## src/rtl/traffic_pkg.sv

```systemverilog
// Shared state encoding, light codes and phase helpers for the traffic-light controller.
package traffic_pkg;

  typedef enum logic [2:0] {
    RED_TO_MAIN,  // all red, waiting to hand over to main road
    MAIN_G,       // main green, side red
    MAIN_Y,       // main yellow, side red
    RED_TO_SIDE,  // all red, waiting to hand over to side road
    SIDE_G,       // side green, main red
    SIDE_Y,       // side yellow, main red
    FAULT         // counter stopped answering, both roads blink yellow
  } state_t;

  localparam logic [2:0] LT_RED = 3'b100;
  localparam logic [2:0] LT_YEL = 3'b010;
  localparam logic [2:0] LT_GRN = 3'b001;
  localparam logic [2:0] LT_OFF = 3'b000;

  // Green phases run on the long interval, everything else on the short one.
  function automatic logic expects_long(input state_t s);
    return (s == MAIN_G) || (s == SIDE_G);
  endfunction

  function automatic state_t next_phase(input state_t s);
    state_t n;
    case (s)
      RED_TO_MAIN: n = MAIN_G;
      MAIN_G:      n = MAIN_Y;
      MAIN_Y:      n = RED_TO_SIDE;
      RED_TO_SIDE: n = SIDE_G;
      SIDE_G:      n = SIDE_Y;
      SIDE_Y:      n = RED_TO_MAIN;
      default:     n = FAULT;
    endcase
    return n;
  endfunction

  // Returns {main_light, side_light}.
  function automatic logic [5:0] phase_lights(input state_t s);
    logic [5:0] l;
    case (s)
      MAIN_G:  l = {LT_GRN, LT_RED};
      MAIN_Y:  l = {LT_YEL, LT_RED};
      SIDE_G:  l = {LT_RED, LT_GRN};
      SIDE_Y:  l = {LT_RED, LT_YEL};
      FAULT:   l = {LT_YEL, LT_YEL};
      default: l = {LT_RED, LT_RED};
    endcase
    return l;
  endfunction

endpackage

```

## src/rtl/ctrl_watchdog.sv

```systemverilog
// Watchdog counter: flags a missing done after WDOG_MAX cycles, and doubles as
// the blink divider once the controller has faulted.
module ctrl_watchdog #(
  parameter int WDOG_W    = 8,
  parameter int WDOG_MAX  = 200,
  parameter int BLINK_CYC = 25
) (
  input  logic i_clk,
  input  logic i_rst_n,
  input  logic i_clear,
  input  logic i_enable,
  input  logic i_blink_mode,
  output logic o_expire,
  output logic o_blink_tick
);

  localparam logic [WDOG_W-1:0] MAX_M1   = WDOG_W'(WDOG_MAX - 1);
  localparam logic [WDOG_W-1:0] BLINK_M1 = WDOG_W'(BLINK_CYC - 1);

  logic [WDOG_W-1:0] r_cnt;
  logic              w_blink_tick;

  assign w_blink_tick = i_blink_mode && (r_cnt == BLINK_M1);

  always_ff @(posedge i_clk or negedge i_rst_n) begin
    if (!i_rst_n)
      r_cnt <= '0;
    else if (i_clear || w_blink_tick)
      r_cnt <= '0;
    else if (i_enable)
      r_cnt <= r_cnt + 1'b1;
  end

  assign o_expire     = i_enable && !i_blink_mode && (r_cnt == MAX_M1);
  assign o_blink_tick = w_blink_tick;

endmodule

```

## src/rtl/traffic_ctrl.sv

```systemverilog
// Two-road traffic-light sequencer driving an external interval counter via
// trL/trS start pulses and advancing on its tL/tS done pulses.
module traffic_ctrl #(
  parameter int WDOG_W    = 8,
  parameter int WDOG_MAX  = 200,
  parameter int BLINK_CYC = 25
) (
  input  logic       clk,
  input  logic       reset,
  input  logic       car,
  input  logic       tL,
  input  logic       tS,
  output logic       trL,
  output logic       trS,
  output logic [2:0] main_light,
  output logic [2:0] side_light,
  output logic       fault
);
  import traffic_pkg::*;

  state_t     r_state, w_state_nxt;
  logic       r_start_pend, r_car_req;
  logic       r_trl, r_trs, r_fault;
  logic [2:0] r_main, r_side, w_main_nxt, w_side_nxt;
  logic       w_issue, w_trig_long, w_accept, w_expire, w_blink_tick;
  logic       w_enter_fault, w_enter_side;

  // A done arriving while our own trigger is still on the wire is a leftover.
  assign w_accept = (expects_long(r_state) ? tL : tS) && !(r_trl || r_trs);

  always_comb begin
    w_state_nxt = r_state;
    w_issue     = 1'b0;
    w_main_nxt  = r_main;
    w_side_nxt  = r_side;
    if (r_start_pend) begin
      w_issue = 1'b1;
    end else if (r_state != FAULT) begin
      if (w_accept) begin
        w_issue = 1'b1;
        if (!(r_state == MAIN_G && !r_car_req))
          w_state_nxt = next_phase(r_state);
      end else if (w_expire) begin
        w_state_nxt = FAULT;
      end
    end
    if (w_state_nxt == FAULT) begin
      if (r_state != FAULT) begin
        w_main_nxt = LT_YEL;
        w_side_nxt = LT_YEL;
      end else if (w_blink_tick) begin
        w_main_nxt = r_main ^ LT_YEL;
        w_side_nxt = r_side ^ LT_YEL;
      end
    end else begin
      {w_main_nxt, w_side_nxt} = phase_lights(w_state_nxt);
    end
  end

  assign w_trig_long   = expects_long(w_state_nxt);
  assign w_enter_fault = (w_state_nxt == FAULT) && (r_state != FAULT);
  assign w_enter_side  = (w_state_nxt == SIDE_G) && (r_state != SIDE_G);

  always_ff @(posedge clk or negedge reset) begin
    if (!reset) begin
      r_state      <= RED_TO_MAIN;
      r_start_pend <= 1'b1;
      r_car_req    <= 1'b0;
      r_trl        <= 1'b0;
      r_trs        <= 1'b0;
      r_main       <= LT_RED;
      r_side       <= LT_RED;
      r_fault      <= 1'b0;
    end else begin
      r_state      <= w_state_nxt;
      r_start_pend <= 1'b0;
      r_trl        <= w_issue && w_trig_long;
      r_trs        <= w_issue && !w_trig_long;
      r_main       <= w_main_nxt;
      r_side       <= w_side_nxt;
      r_fault      <= (w_state_nxt == FAULT);
      if (w_enter_side)
        r_car_req <= 1'b0;
      else if (car && r_state != FAULT)
        r_car_req <= 1'b1;
    end
  end

  ctrl_watchdog #(
    .WDOG_W   (WDOG_W),
    .WDOG_MAX (WDOG_MAX),
    .BLINK_CYC(BLINK_CYC)
  ) u_wdog (
    .i_clk       (clk),
    .i_rst_n     (reset),
    .i_clear     (w_issue || w_enter_fault),
    .i_enable    (!r_start_pend),
    .i_blink_mode(r_state == FAULT),
    .o_expire    (w_expire),
    .o_blink_tick(w_blink_tick)
  );

  assign trL        = r_trl;
  assign trS        = r_trs;
  assign main_light = r_main;
  assign side_light = r_side;
  assign fault      = r_fault;

endmodule

```

## config.mk

```make
export PLATFORM = sky130hd
export DESIGN_NAME = traffic_ctrl
export DESIGN_NICKNAME = d
export VERILOG_FILES = /design/src/rtl/traffic_pkg.sv /design/src/rtl/ctrl_watchdog.sv /design/src/rtl/traffic_ctrl.sv
export SDC_FILE = /design/constraint.sdc
export NUM_CORES = 1
export LEC_CHECK = 0
export CORE_UTILIZATION = 61
export CTS_CLUSTER_DIAMETER = 100
export DETAILED_ROUTE_END_ITERATION = 6
export DONT_BUFFER_PORTS = 1
export PLACE_DENSITY = 0.85
export SLEW_MARGIN = 40
export SYNTH_ARGS = -nofsm -noshare
export SYNTH_HDL_FRONTEND = slang
export SYNTH_SLANG_ARGS = --single-unit
export TNS_END_PERCENT = 100
```

## constraint.sdc

```tcl
create_clock -name clk -period 2.7 [get_ports clk]
set_input_delay 0.54 -clock clk [delete_from_list [all_inputs] [get_ports clk]]
set_output_delay 0.54 -clock clk [all_outputs]
set_load 0.1 [all_outputs]
```

# [After elaboration in Yosys (flattened, before gate mapping)]
# Index checks and enable logic that the tools add are counted.
[classes] add_sub_neg=1 eq_ne=18 mux=21 bitwise=2 n_reduce_logical=22
[ops] operator="$mux 3" n=9
[ops] operator="$pmux 6 s4" n=1
[ops] operator="$eq 3x3->1 const B" n=6
[ops] operator="$pmux 3 s6" n=1
[ops] operator="$mux 8" n=2
[ops] operator="$logic_and 1x1->1" n=10
[ops] operator="$eq 3x2->1 const B" n=3
[ops] operator="$add 8x1->8 const B" n=1
[ops] operator="$eq 8x5->1 const B" n=1
[ops] operator="$eq 8x8->1 const B" n=1
[ops] operator="$eq 3x1->1 const B" n=2
[ops] operator="$mux 1" n=6
[ops] operator="$ne 3x3->1 const B" n=2
[ops] operator="$logic_not 1->1" n=5
[ops] operator="$logic_or 1x1->1" n=5
[ops] operator="$mux 2" n=2
[ops] operator="$ne 2x1->1 const B" n=2
[ops] operator="$logic_not 3->1" n=1
[ops] operator="$ne 3x1->1 const B" n=1
[ops] operator="$not 1->1" n=2
[ops] operator="$reduce_bool 2->1" n=1
[word_totals] regBits=22 in_bits=5 wordCells=75

# [Longest topological paths before layout]
# Gate-level depths: netlist of run 1.
[depth] ltp_word=13 depth_mapped=9

# [Hierarchy]
# Synthesis of run 1 repeated with hierarchy kept, for this count alone.
[unflattened] hier_cells=120 hier_area_um2=1244.9
[modules_own_cells] module="traffic_ctrl" n_inst=1 cells_per_inst=74 area_per_inst_um2=789.5 seq_area_each_um2=354.1
[modules_own_cells] module="ctrl_watchdog" n_inst=1 cells_per_inst=46 area_per_inst_um2=455.4 seq_area_each_um2=200.2

# [Worst setup path after synthesis of run 1]
# OpenSTA, ideal clock, no wires.
[synth_path] path_type="reg2reg" from="register r_trl, in the netlist trL" to="register r_trs, in the netlist trS" t_arrival_ps=2348 required_time_ps=2581 setup_slack_ps=233 stages_incl_launch_ff=9 n_path_buf=1 synth_period_minus_slack_ps=2467 path_cell_list="dfrtp_1 -> nor2_1 -> o211ai_1 -> and2_4 -> buf_6 -> o32ai_2 -> inv_2 -> xnor2_1 -> o21ba_1"
[synth_between] elab_chain_len=10 word_cells_on_any_way=14 cone_classes="eq/ne: 2; mux: 6; reduce/logical: 6"
[synth_rtl] element="from (decl)" line_no="traffic_ctrl.sv:23" text="logic r_trl, r_trs, r_fault;"
[synth_rtl] element="from (signal assigned)" line_no="traffic_ctrl.sv:77" text="r_trl <= w_issue && w_trig_long;"
[synth_rtl] element="$logic_or 1x1->1 *" line_no="traffic_ctrl.sv:29" text="assign w_accept = (expects_long(r_state) ? tL : tS) && !(r_trl || r_trs);"
[synth_rtl] element="$logic_not 1->1 *" line_no="traffic_ctrl.sv:29"
[synth_rtl] element="$logic_and 1x1->1 *" line_no="traffic_ctrl.sv:29"
[synth_rtl] element="$mux 3 *" line_no="traffic_ctrl.sv:39" text="if (w_accept) begin"
[synth_rtl] element="$mux 3 *" line_no="traffic_ctrl.sv:38" text="end else if (r_state != FAULT) begin"
[synth_rtl] element="$mux 3 *" line_no="traffic_ctrl.sv:36" text="if (r_start_pend) begin"
[synth_rtl] element="via w_state_nxt[2]" line_no="traffic_ctrl.sv:21" text="state_t r_state, w_state_nxt;"
[synth_rtl] element="$eq 3x1->1 / $eq 3x3->1 (equally long branches)" line_no="traffic_pkg.sv:21" text="return (s == MAIN_G) || (s == SIDE_G);"
[synth_rtl] element="$logic_or 1x1->1 *" line_no="traffic_pkg.sv:21"
[synth_rtl] element="$logic_not 1->1 *" line_no="traffic_ctrl.sv:78" text="r_trs <= w_issue && !w_trig_long;"
[synth_rtl] element="$logic_and 1x1->1 *" line_no="traffic_ctrl.sv:78"
[synth_rtl] element="to (signal assigned)" line_no="traffic_ctrl.sv:78"
[synth_rtl] element="to (decl)" line_no="traffic_ctrl.sv:23"
# Mark *: on every way through the listed nets, which the timed path passes. The rest lies on a longest branch.
# A chain may end at the register's enable or synchronous reset.

# [Final worst setup path of run 1]
[layout_path] from="register u_wdog.r_cnt[0]" to="register r_main[2], in the netlist main_light[2]"
[layout_between] elab_chain_len=9 word_cells_on_any_way=14 cone_classes="eq/ne: 7; mux: 6; reduce/logical: 1"
[layout_rtl] element="from (decl)" line_no="ctrl_watchdog.sv:20" text="logic [WDOG_W-1:0] r_cnt;"
[layout_rtl] element="from (signal assigned)" line_no="ctrl_watchdog.sv:31" text="r_cnt <= r_cnt + 1'b1;"
[layout_rtl] element="$eq 8x8->1 *" line_no="ctrl_watchdog.sv:34" text="assign o_expire = i_enable && !i_blink_mode && (r_cnt == MAX_M1);"
[layout_rtl] element="$logic_and 1x1->1 *" line_no="ctrl_watchdog.sv:34"
[layout_rtl] element="$mux 3 *" line_no="traffic_ctrl.sv:43" text="end else if (w_expire) begin"
[layout_rtl] element="$mux 3 *" line_no="traffic_ctrl.sv:39"
[layout_rtl] element="$mux 3 *" line_no="traffic_ctrl.sv:38"
[layout_rtl] element="$mux 3 *" line_no="traffic_ctrl.sv:36"
[layout_rtl] element="via w_state_nxt[0]" line_no="traffic_ctrl.sv:21"
[layout_rtl] element="$eq 3x3->1, or another cell as far along" line_no="traffic_pkg.sv:41" text="case (s)"
[layout_rtl] element="$pmux 6 s4" line_no="traffic_pkg.sv:41"
[layout_rtl] element="$mux 3" line_no="traffic_ctrl.sv:47" text="if (w_state_nxt == FAULT) begin"
[layout_rtl] element="to (signal assigned)" line_no="traffic_ctrl.sv:79" text="r_main <= w_main_nxt;"
[layout_rtl] element="to (decl)" line_no="traffic_ctrl.sv:24" text="logic [2:0] r_main, r_side, w_main_nxt, w_side_nxt;"
# Marks and branches as above.

==> results.json, run 1 <==
{
  "status": "finished, final reports clean",
  "r2r-end": "main_light[2]",
  "cp.required_ns": 2.96,
  "wl_per_cell_um": 16.92,
  "die_h_um": 46.70,
  "antenna_found_initial": 0,
  "hpwl_um": 1774,
  "r2r_cells": 7,
  "io_buffers": 0,
  "firstDrtPassIters": 4,
  "pin_count": 14,
  "antenna_cells": 0,
  "multiInputGateArea_um2": 608.1,
  "yosysSeqAreaShare_pct": 45.48,
  "drc_errors": 0,
  "syn_to_final_growth_pct": 5.134,
  "core-area_um2": 1802,
  "cts_buffers": 3,
  "grt.overflow.total": 0,
  "postSynth.asyncResetShare_pct": 100.0,
  "crit_path_end_kind": "flip-flop",
  "cts_root_buf": "clkbuf_4",
  "fin_crit_sh_pct": 84.14,
  "cts.sinks": 22,
  "synth.distinct_cells": 42,
  "clock_path_buffers": 2,
  "ff2ff_setup_slack_ns": 0.43,
  "grt_pass1_wl_um": 3898,
  "final_common_cell": "dfrtp_1",
  "vias_per_cell": 6.493,
  "nets": 129,
  "grt_pass1_vias": 828,
  "synth_flop_cell": "dfrtp_1",
  "cts_tree": "yes",
  "slew-limit-headroom_pct": 42.54,
  "place_congestion": 0.8549,
  "num_vias": 948,
  "syn_inst": 118,
  "dp_worst_setup_slack_ns": 0.4804,
  "instances_no_fill": 146,
  "drt-total-wl_um": 2471,
  "maxCapViolations": 0,
  "track_usage_pct": 27.70,
  "grt_max_degree": 20,
  "fillers": 143,
  "yosysWarnings": 0,
  "cp_max_fo": 8,
  "syn_avg_cell_area_um2": 10.33,
  "worstSetupPathType": "flip-flop to flip-flop",
  "arrival_ns": 2.53,
  "layout-drive-gt1-share_pct": 21.49,
  "initial_core_util_pct": 67.64,
  "ir_worst_vdd_v": 0.001189,
  "critPathLaunch": "u_wdog.r_cnt[0]",
  "std_cell_rows": 15,
  "crit_end": "main_light[2]",
  "fin_crit_ns": 2.272,
  "finalHoldViolCount": 0,
  "cellPowerDensity_nw_per_um2": 1286,
  "leakage_nw": 0.5580,
  "place_inst": 141,
  "synth_edf_count": 0,
  "ant_nets": 0,
  "drv_slew": 0,
  "start_kind": "flip-flop",
  "layout_common_cells": "dfrtp_1, nor2_1, nand2_1",
  "cts_setup_buffers": 0,
  "clk_latency_ns": 0.32,
  "dieArea_um2": 2180,
  "first_iter_violations": 21,
  "worst-slew-pin-transition_ns": 0.8624,
  "synth_seq_cells": 22,
  "r2r-start": "u_wdog.r_cnt[0]",
  "syn-num-nets": 125,
  "fmax_mhz": 440.2,
  "worst_slack_ns": 0.4282,
  "final.setup.tns_ns": 0,
  "path_clk_slew_ns": 0.12,
  "syn_area_um2": 1219,
  "rsz0062_at_grt": "no",
  "die_x_um": 46.70,
  "ctsHtreeMaxLevel": 1,
  "seqCellArea_um2": 559.3,
  "hold_class": "input pin to async pin",
  "finalSetupViolations": 0,
  "clock_skew_ns": 0.004907,
  "finalCoreUtilization_pct": 71.11
}
Yosys cell counts, types with 2 or more instances:
| cell | n | share of area (%) |
|---|---|---|
| dfrtp_1 | 19 | 39 |
| nand2_1 | 11 | 3.4 |
| nor2_1 | 11 | 3.4 |
| a21oi_1 | 6 | 2.5 |
| inv_1 | 6 | 1.8 |
| a211oi_1 | 5 | 3.1 |
| nand3_1 | 5 | 2.1 |
| xnor2_1 | 5 | 3.6 |
| and3_1 | 3 | 1.5 |
| dfstp_2 | 3 | 6.5 |
| nand4_1 | 3 | 1.5 |
| xor2_1 | 3 | 2.2 |
| a22o_1 | 2 | 1.4 |
| a31oi_1 | 2 | 1.0 |
| buf_6 | 2 | 1.8 |
| clkbuf_1 | 2 | 0.62 |
| ha_1 | 2 | 2.1 |
| o211ai_1 | 2 | 1.2 |
| o21ai_0 | 2 | 0.82 |
| o31ai_1 | 2 | 1.2 |
routing by layer:
| metal | wire, µm | vias up | GRT usage [%] |
|---|---|---|---|
| li1 | - | 434 | - |
| met1 | 1019 | 477 | 33.83 |
| met2 | 1227 | 30 | 43.61 |
| met4 | 82 | 0 | 17.71 |
| met3 | 142 | 7 | 6.275 |
| met5 | 0 | - | 0 |
stage by stage:
stage                     power (mW)  instance area (µm²)  hold WS, ns
after floorplan                1.341                 1219       0.2444
after global placement         1.432                 1235       0.2450
after detailed placement       1.454                 1237       0.2449
after CTS                      1.647                 1284      0.03171
after global routing           1.739                 1281      0.01938
final                          1.648                 1281      0.03948
cell type report:
| cell class | instances | share of cell area (%) |
|---|---|---|
| Multi-Input combinational cell | 85 | 47.46 |
| Sequential cell | 22 | 43.65 |
| Clock buffer | 4 | 2.832 |
| Tap cell | 25 | 2.441 |
| Inverter | 7 | 2.051 |
| Timing Repair Buffer | 3 | 1.562 |
how the worst min path moves through the flow:
| stage | from | endpoint | cells after the start |
|---|---|---|---|
| 4_1_cts | reset | r_start_pend | 0 |
| 5_1_grt | reset | r_start_pend | 0 |
| 2_1_floorplan | reset | fault | 0 |
| 6_report | reset | r_start_pend | 0 |
| 3_5_place_dp | reset | u_wdog.r_cnt[4] | 0 |
| 3_3_place_gp | reset | u_wdog.r_cnt[2] | 0 |
critical path: stages, from the launching register on:
cell,delay [ns]
dfrtp_1,0.44
ha_1,0.18
and3b_1,0.24
nand3_1,0.10
a31oi_1,0.37
o32ai_4,0.23
or3_1,0.44
a22o_1,0.22
kinds of logic after synthesis:
kind of cell               after synthesis  synth area share [%]
and+or+nand+nor                         44                 20.43
AOI/OAI and AO/OA                       30                 21.36
DFF                                     22                 45.48
buffers and inverters                   11                 4.620
xor gates and xnor gates                 8                 5.750
adders and majority gates                2                 2.053
other                                    1                0.3077
registers in the layout, indices dropped and copies added, names as in the netlist:
| signal | cells |
|---|---|
| r_start_pend | 1 |
| u_wdog.r_cnt | 8 |
| trL | 1 |
| fault | 1 |
| main_light | 3 |
| trS | 1 |
| side_light | 3 |
| r_state | 3 |
| r_car_req | 1 |
where the power goes:
group          leakage [nW]  internal (mW)  switching (mW)
combinational         0.260          0.252           0.443
sequential            0.277          0.438           0.329
clock                0.0210         0.0826           0.103
total                 0.558          0.772           0.876
what timing repair did:
item,in CTS,in global routing
endpoints found under the hold margin,19,0
gates resized for setup,0,0
hold buffers,1,0
Power figures use the tool's default switching activity.
==> inputs of run 2 (changes only) <==
==> constraint.sdc (replaced) <==
create_clock -name clk -period 2.1 [get_ports clk]
set_input_delay 0.42 -clock clk [delete_from_list [all_inputs] [get_ports clk]]
set_output_delay 0.42 -clock clk [all_outputs]
set_load 0.1 [all_outputs]
==> results.json, run 2 (synthesized netlist as in run 1, its figures left out) <==
{
  "ir_worst_vdd_v": 0.001586,
  "slew-limit-headroom_pct": 66.18,
  "drc_errors": 0,
  "hold_slack_ns": 0.04475,
  "wl_per_cell_um": 18.36,
  "arrival_ns": 2.31,
  "layout_common_cells": "buf_4, dfrtp_1, nand2_1",
  "ctsHtreeMaxLevel": 1,
  "grt_pass1_vias": 1011,
  "hold_class": "input pin to async pin",
  "io_buffers": 0,
  "cellPowerDensity_nw_per_um2": 1669,
  "fmax_mhz": 476.3,
  "fin_crit_ns": 2.100,
  "fin_crit_sh_pct": 99.98,
  "place_inst": 158,
  "drv_slew": 0,
  "worstSetupPathType": "flip-flop to flip-flop",
  "place_congestion": 0.9214,
  "multiInputGateArea_um2": 665.6,
  "ant_nets": 0,
  "pin_count": 14,
  "cp.required_ns": 2.31,
  "finalHoldViolCount": 0,
  "finalCoreUtilization_pct": 84.03,
  "finalSetupViolations": 0,
  "antenna_cells": 0,
  "cts_tree": "yes",
  "critPathMaxStageDelay_ns": 0.46,
  "hpwl_um": 1966,
  "cts_root_buf": "clkbuf_4",
  "cp_max_fo": 9,
  "crit_path_end_kind": "flip-flop",
  "status": "finished, final reports clean",
  "fillers": 100,
  "std_cell_rows": 15,
  "largest-register": "u_wdog.r_cnt",
  "path_clk_slew_ns": 0.13,
  "cp_cell_sequence": "and2b_4 -> buf_4 -> and2_2 -> nand3_1 -> o21ai_0 -> nand2_1 -> o31ai_2",
  "die_h_um": 46.70,
  "layout-drive-gt1-share_pct": 38.30,
  "grt.overflow.total": 0,
  "final_common_cell": "buf_4",
  "first_iter_violations": 55,
  "vias_per_cell": 6.193,
  "cts.sinks": 22,
  "leakage_nw": 0.6750,
  "dieArea_um2": 2180,
  "rsz0062_at_grt": "yes",
  "final.setup.tns_ns": 0,
  "num_vias": 1028,
  "clock_path_buffers": 2,
  "start_kind": "flip-flop",
  "drt-total-wl_um": 3047,
  "cts_buffers": 3,
  "firstDrtPassIters": 4,
  "core-area_um2": 1802,
  "clock_skew_ns": 0.01211,
  "maxCapViolations": 0,
  "initial_core_util_pct": 67.64,
  "placed_cell_area_um2": 1400,
  "nets": 149,
  "seqCellArea_um2": 564.3,
  "antenna_found_initial": 0,
  "worst-slew-pin-transition_ns": 0.5072,
  "syn_to_final_growth_pct": 24.23,
  "grt_pass1_wl_um": 4422,
  "instances_no_fill": 166,
  "grt_max_degree": 23,
  "crit_slowest_cell": "dfrtp_2",
  "largest_reg_flops": 8,
  "track_usage_pct": 29.38,
  "postLayoutCellArea_um2": 1514,
  "clk_latency_ns": 0.31,
  "die_x_um": 46.70
}
run 2: cell count changes in the layout (fill, tap and decap cells not counted), moves of 2 or more:
cell / delta
dfrtp_2: -2
buf_4: +19
o31ai_2: +2
dfrtp_4: +2
o31ai_1: -2
run 2: routing by layer:
layer	up-vias	track usage, %	part of all wire (%)
met5	-	0	0
met4	0	13.14	0.95
met3	4	6.667	8.6
met2	60	45.83	50
met1	493	38.79	41
li1	471	-	-
run 2: repair_timing:
| item | in CTS | in global routing |
|---|---|---|
| setup buffers | 0 | 3 |
| endpoints found under the setup margin | 1 | 12 |
| hold buffers | 1 | 0 |
| pin swaps | 0 | 6 |
| resized for setup | 1 | 8 |
| endpoints found under the hold margin | 22 | 0 |
run 2: power by group:
group	leakage [nW]	switching, mW	total (mW)	internal, mW
Clock	0.0279	0.129	0.322	0.193
Combinational	0.369	0.886	1.40	0.511
Sequential	0.278	0.233	0.808	0.575
run 2: critical path, delay by kind of cell (launching register included):
kind                   cells  cell delay [ns]
flip-flops                 1             0.46
AND/OR/NAND/NOR            4             0.89
AO/OA/AOI/OAI              2             0.52
buffers and inverters      1             0.14
run 2: path summary, 6_finish.rpt:
check / start / end / slack, ns / depth (start not counted)
setup / recovery: r_state[0] / side_light[1] / 0.0004 / 7
hold / removal: reset / u_wdog.r_cnt[2] / 0.04 / 1
setup reg to reg: r_state[0] / side_light[1] / 0.0004 / 7
hold reg to reg: u_wdog.r_cnt[0] / u_wdog.r_cnt[0] / 0.58 / 2
max in group asynchronous: reset / trL / 1.68 / 1
min in group clk: car / r_car_req / 0.32 / 2
run 2: area by class of cell:
type / instances / share of cell area, %
Clock buffer: 3 / 1.488
Tap cell: 25 / 2.066
Sequential cell: 22 / 37.27
Timing Repair Buffer: 23 / 11.49
Multi-Input combinational cell: 85 / 43.97
Inverter: 7 / 1.736
Clock inverter: 1 / 1.983
run 2: per-stage QoR:
step	setup slack (ns)	power, mW
after floorplan	0.02153	1.792
after global placement	0.1073	2.027
after detailed placement	0.02923	2.066
after CTS	0.004841	2.409
after global routing	-0.08094	2.648
final	0.0003619	2.527
==> inputs of run 3 (changes only) <==
==> constraint.sdc (replaced) <==
create_clock -name clk -period 2.33 [get_ports clk]
set_input_delay 0.466 -clock clk [delete_from_list [all_inputs] [get_ports clk]]
set_output_delay 0.466 -clock clk [all_outputs]
set_load 0.1 [all_outputs]
==> results.json, run 3 (synthesized netlist as in run 1, its figures left out) <==
{
  "clk_latency_ns": 0.31,
  "core-area_um2": 1802,
  "cp.required_ns": 2.54,
  "ir_worst_vdd_v": 0.001244,
  "grt.overflow.total": 0,
  "vias_per_cell": 6.258,
  "die_x_um": 46.70,
  "crit_slowest_cell": "o32ai_2",
  "cp_cell_sequence": "and2b_4 -> o2111ai_4 -> and2_4 -> o32ai_2 -> inv_2 -> xnor2_1 -> o21ba_1",
  "path_clk_slew_ns": 0.12,
  "r2r-end": "trS",
  "first_iter_violations": 51,
  "finalSetupViolations": 0,
  "cp_top_family": "compound AO/OA/AOI/OAI gates",
  "nets": 138,
  "place_inst": 150,
  "worstSetupPathType": "flip-flop to flip-flop",
  "cellPowerDensity_nw_per_um2": 1487,
  "initial_core_util_pct": 67.64,
  "cts_tree": "yes",
  "r2r_cells": 7,
  "leakage_nw": 0.6068,
  "ff2ff_setup_slack_ns": 0.11,
  "track_usage_pct": 28.41,
  "grt_pass1_vias": 946,
  "power_mw": 2.011,
  "finalHoldViolCount": 0,
  "slew-limit-headroom_pct": 65.29,
  "start_kind": "flip-flop",
  "largest-register": "u_wdog.r_cnt",
  "finalCoreUtilization_pct": 75.07,
  "syn_to_final_growth_pct": 10.99,
  "grt_pass1_wl_um": 4284,
  "cts_buffers": 3,
  "r2r-start": "r_state[0]",
  "cts_setup_buffers": 0,
  "maxCapViolations": 0,
  "worst_slack_ns": 0.1103,
  "cts_root_buf": "clkbuf_4",
  "wl_per_cell_um": 17.26,
  "crit_path_end_kind": "flip-flop",
  "firstDrtPassIters": 4,
  "num_vias": 970,
  "hpwl_um": 1888,
  "hold_class": "input pin to async pin",
  "fin_crit_sh_pct": 95.26,
  "drv_slew": 0,
  "drt-total-wl_um": 2676,
  "dieArea_um2": 2180,
  "cp_num_buf_inv": 1,
  "worst-slew-pin-transition_ns": 0.5207,
  "ant_nets": 0,
  "grt_max_degree": 23,
  "cts.sinks": 22,
  "io_buffers": 0,
  "fillers": 124,
  "dp_worst_setup_slack_ns": 0.1200,
  "fmax_mhz": 450.5,
  "final_common_cell": "dfrtp_1",
  "final.setup.tns_ns": 0,
  "die_h_um": 46.70,
  "arrival_ns": 2.43,
  "clock_skew_ns": 0.001752,
  "pin_count": 14,
  "status": "finished, final reports clean",
  "clock_path_buffers": 2,
  "antenna_found_initial": 0,
  "fin_crit_ns": 2.220,
  "cp_max_fo": 5,
  "drc_errors": 0,
  "instances_no_fill": 155,
  "critPathMaxStageDelay_ns": 0.50,
  "largest_reg_flops": 8,
  "ctsHtreeMaxLevel": 1,
  "layout_common_cells": "dfrtp_1, nor2_1, nand2_1, buf_4",
  "std_cell_rows": 15,
  "antenna_cells": 0,
  "rsz0062_at_grt": "no",
  "place_congestion": 0.8188,
  "layout-drive-gt1-share_pct": 26.15
}
[run 3: cell types whose count changed in the layout (fill, tap and decap cells not counted), sizes merged]
| cell | delta |
|---|---|
| buf | -11 |
| bufinv | -1 |
| clkbuf | +1 |
[run 3: per-stage QoR]
step | hold slack, ns | instance area, µm²
after floorplan | 0.1704 | 1221
after global placement | 0.1709 | 1305
after detailed placement | 0.1710 | 1305
after CTS | 0.3365 | 1351
after global routing | 0.1214 | 1353
final | 0.09917 | 1353
[run 3: where the power goes]
part / internal (mW) / leakage [nW] / total [mW] / switching [mW]
Clock: 0.0955 / 0.0210 / 0.211 / 0.115
Sequential: 0.508 / 0.280 / 0.715 / 0.208
Combinational: 0.357 / 0.305 / 1.08 / 0.727
[run 3: worst reg2reg max path: cells and delay by family (launching register included)]
family,cells,cell delay [ns]
AND/OR/NAND/NOR,2,0.56
buffers and inverters,1,0.10
AO/OA/AOI/OAI,3,0.84
XOR/XNOR,1,0.17
flip-flops,1,0.46
[run 3: metal layers]
layer  routed length (µm)  global-route usage [%]  up-vias
li1                     -                       -      449
met5                    0                       0        -
met2                 1278                   45.28       57
met1                 1148                   39.50      458
met3                  218                   4.706        6
met4                   31                   8.571        0
[run 3: area by class of cell]
cell class	instances	area (µm²)	share of cell area [%]
Clock buffer	4	36.28	2.683
Tap cell	25	31.28	2.313
Inverter	7	26.28	1.943
Sequential cell	22	556.8	41.17
Timing Repair Buffer	12	87.58	6.475
Multi-Input combinational cell	85	614.3	45.42
[run 3: repair_timing]
action | CTS | global route
hold buffers | 1 | 0
hold endpoints to repair | 22 | 0
setup endpoints to repair | 0 | 7
gates resized for setup | 0 | 2
[run 3: worst max-delay path by stage]
stage          startpoint         endpoint  slack (ns)  cells after the start
3_5_place_dp   r_state[2]  u_wdog.r_cnt[7]        0.12                      6
2_1_floorplan         trS              trS        0.07                      8
5_1_grt        r_state[0]              trS        0.03                      7
4_1_cts        r_state[2]  u_wdog.r_cnt[7]        0.07                      6
3_3_place_gp   r_state[0]              trS        0.17                      7
6_report       r_state[0]              trS        0.11                      7
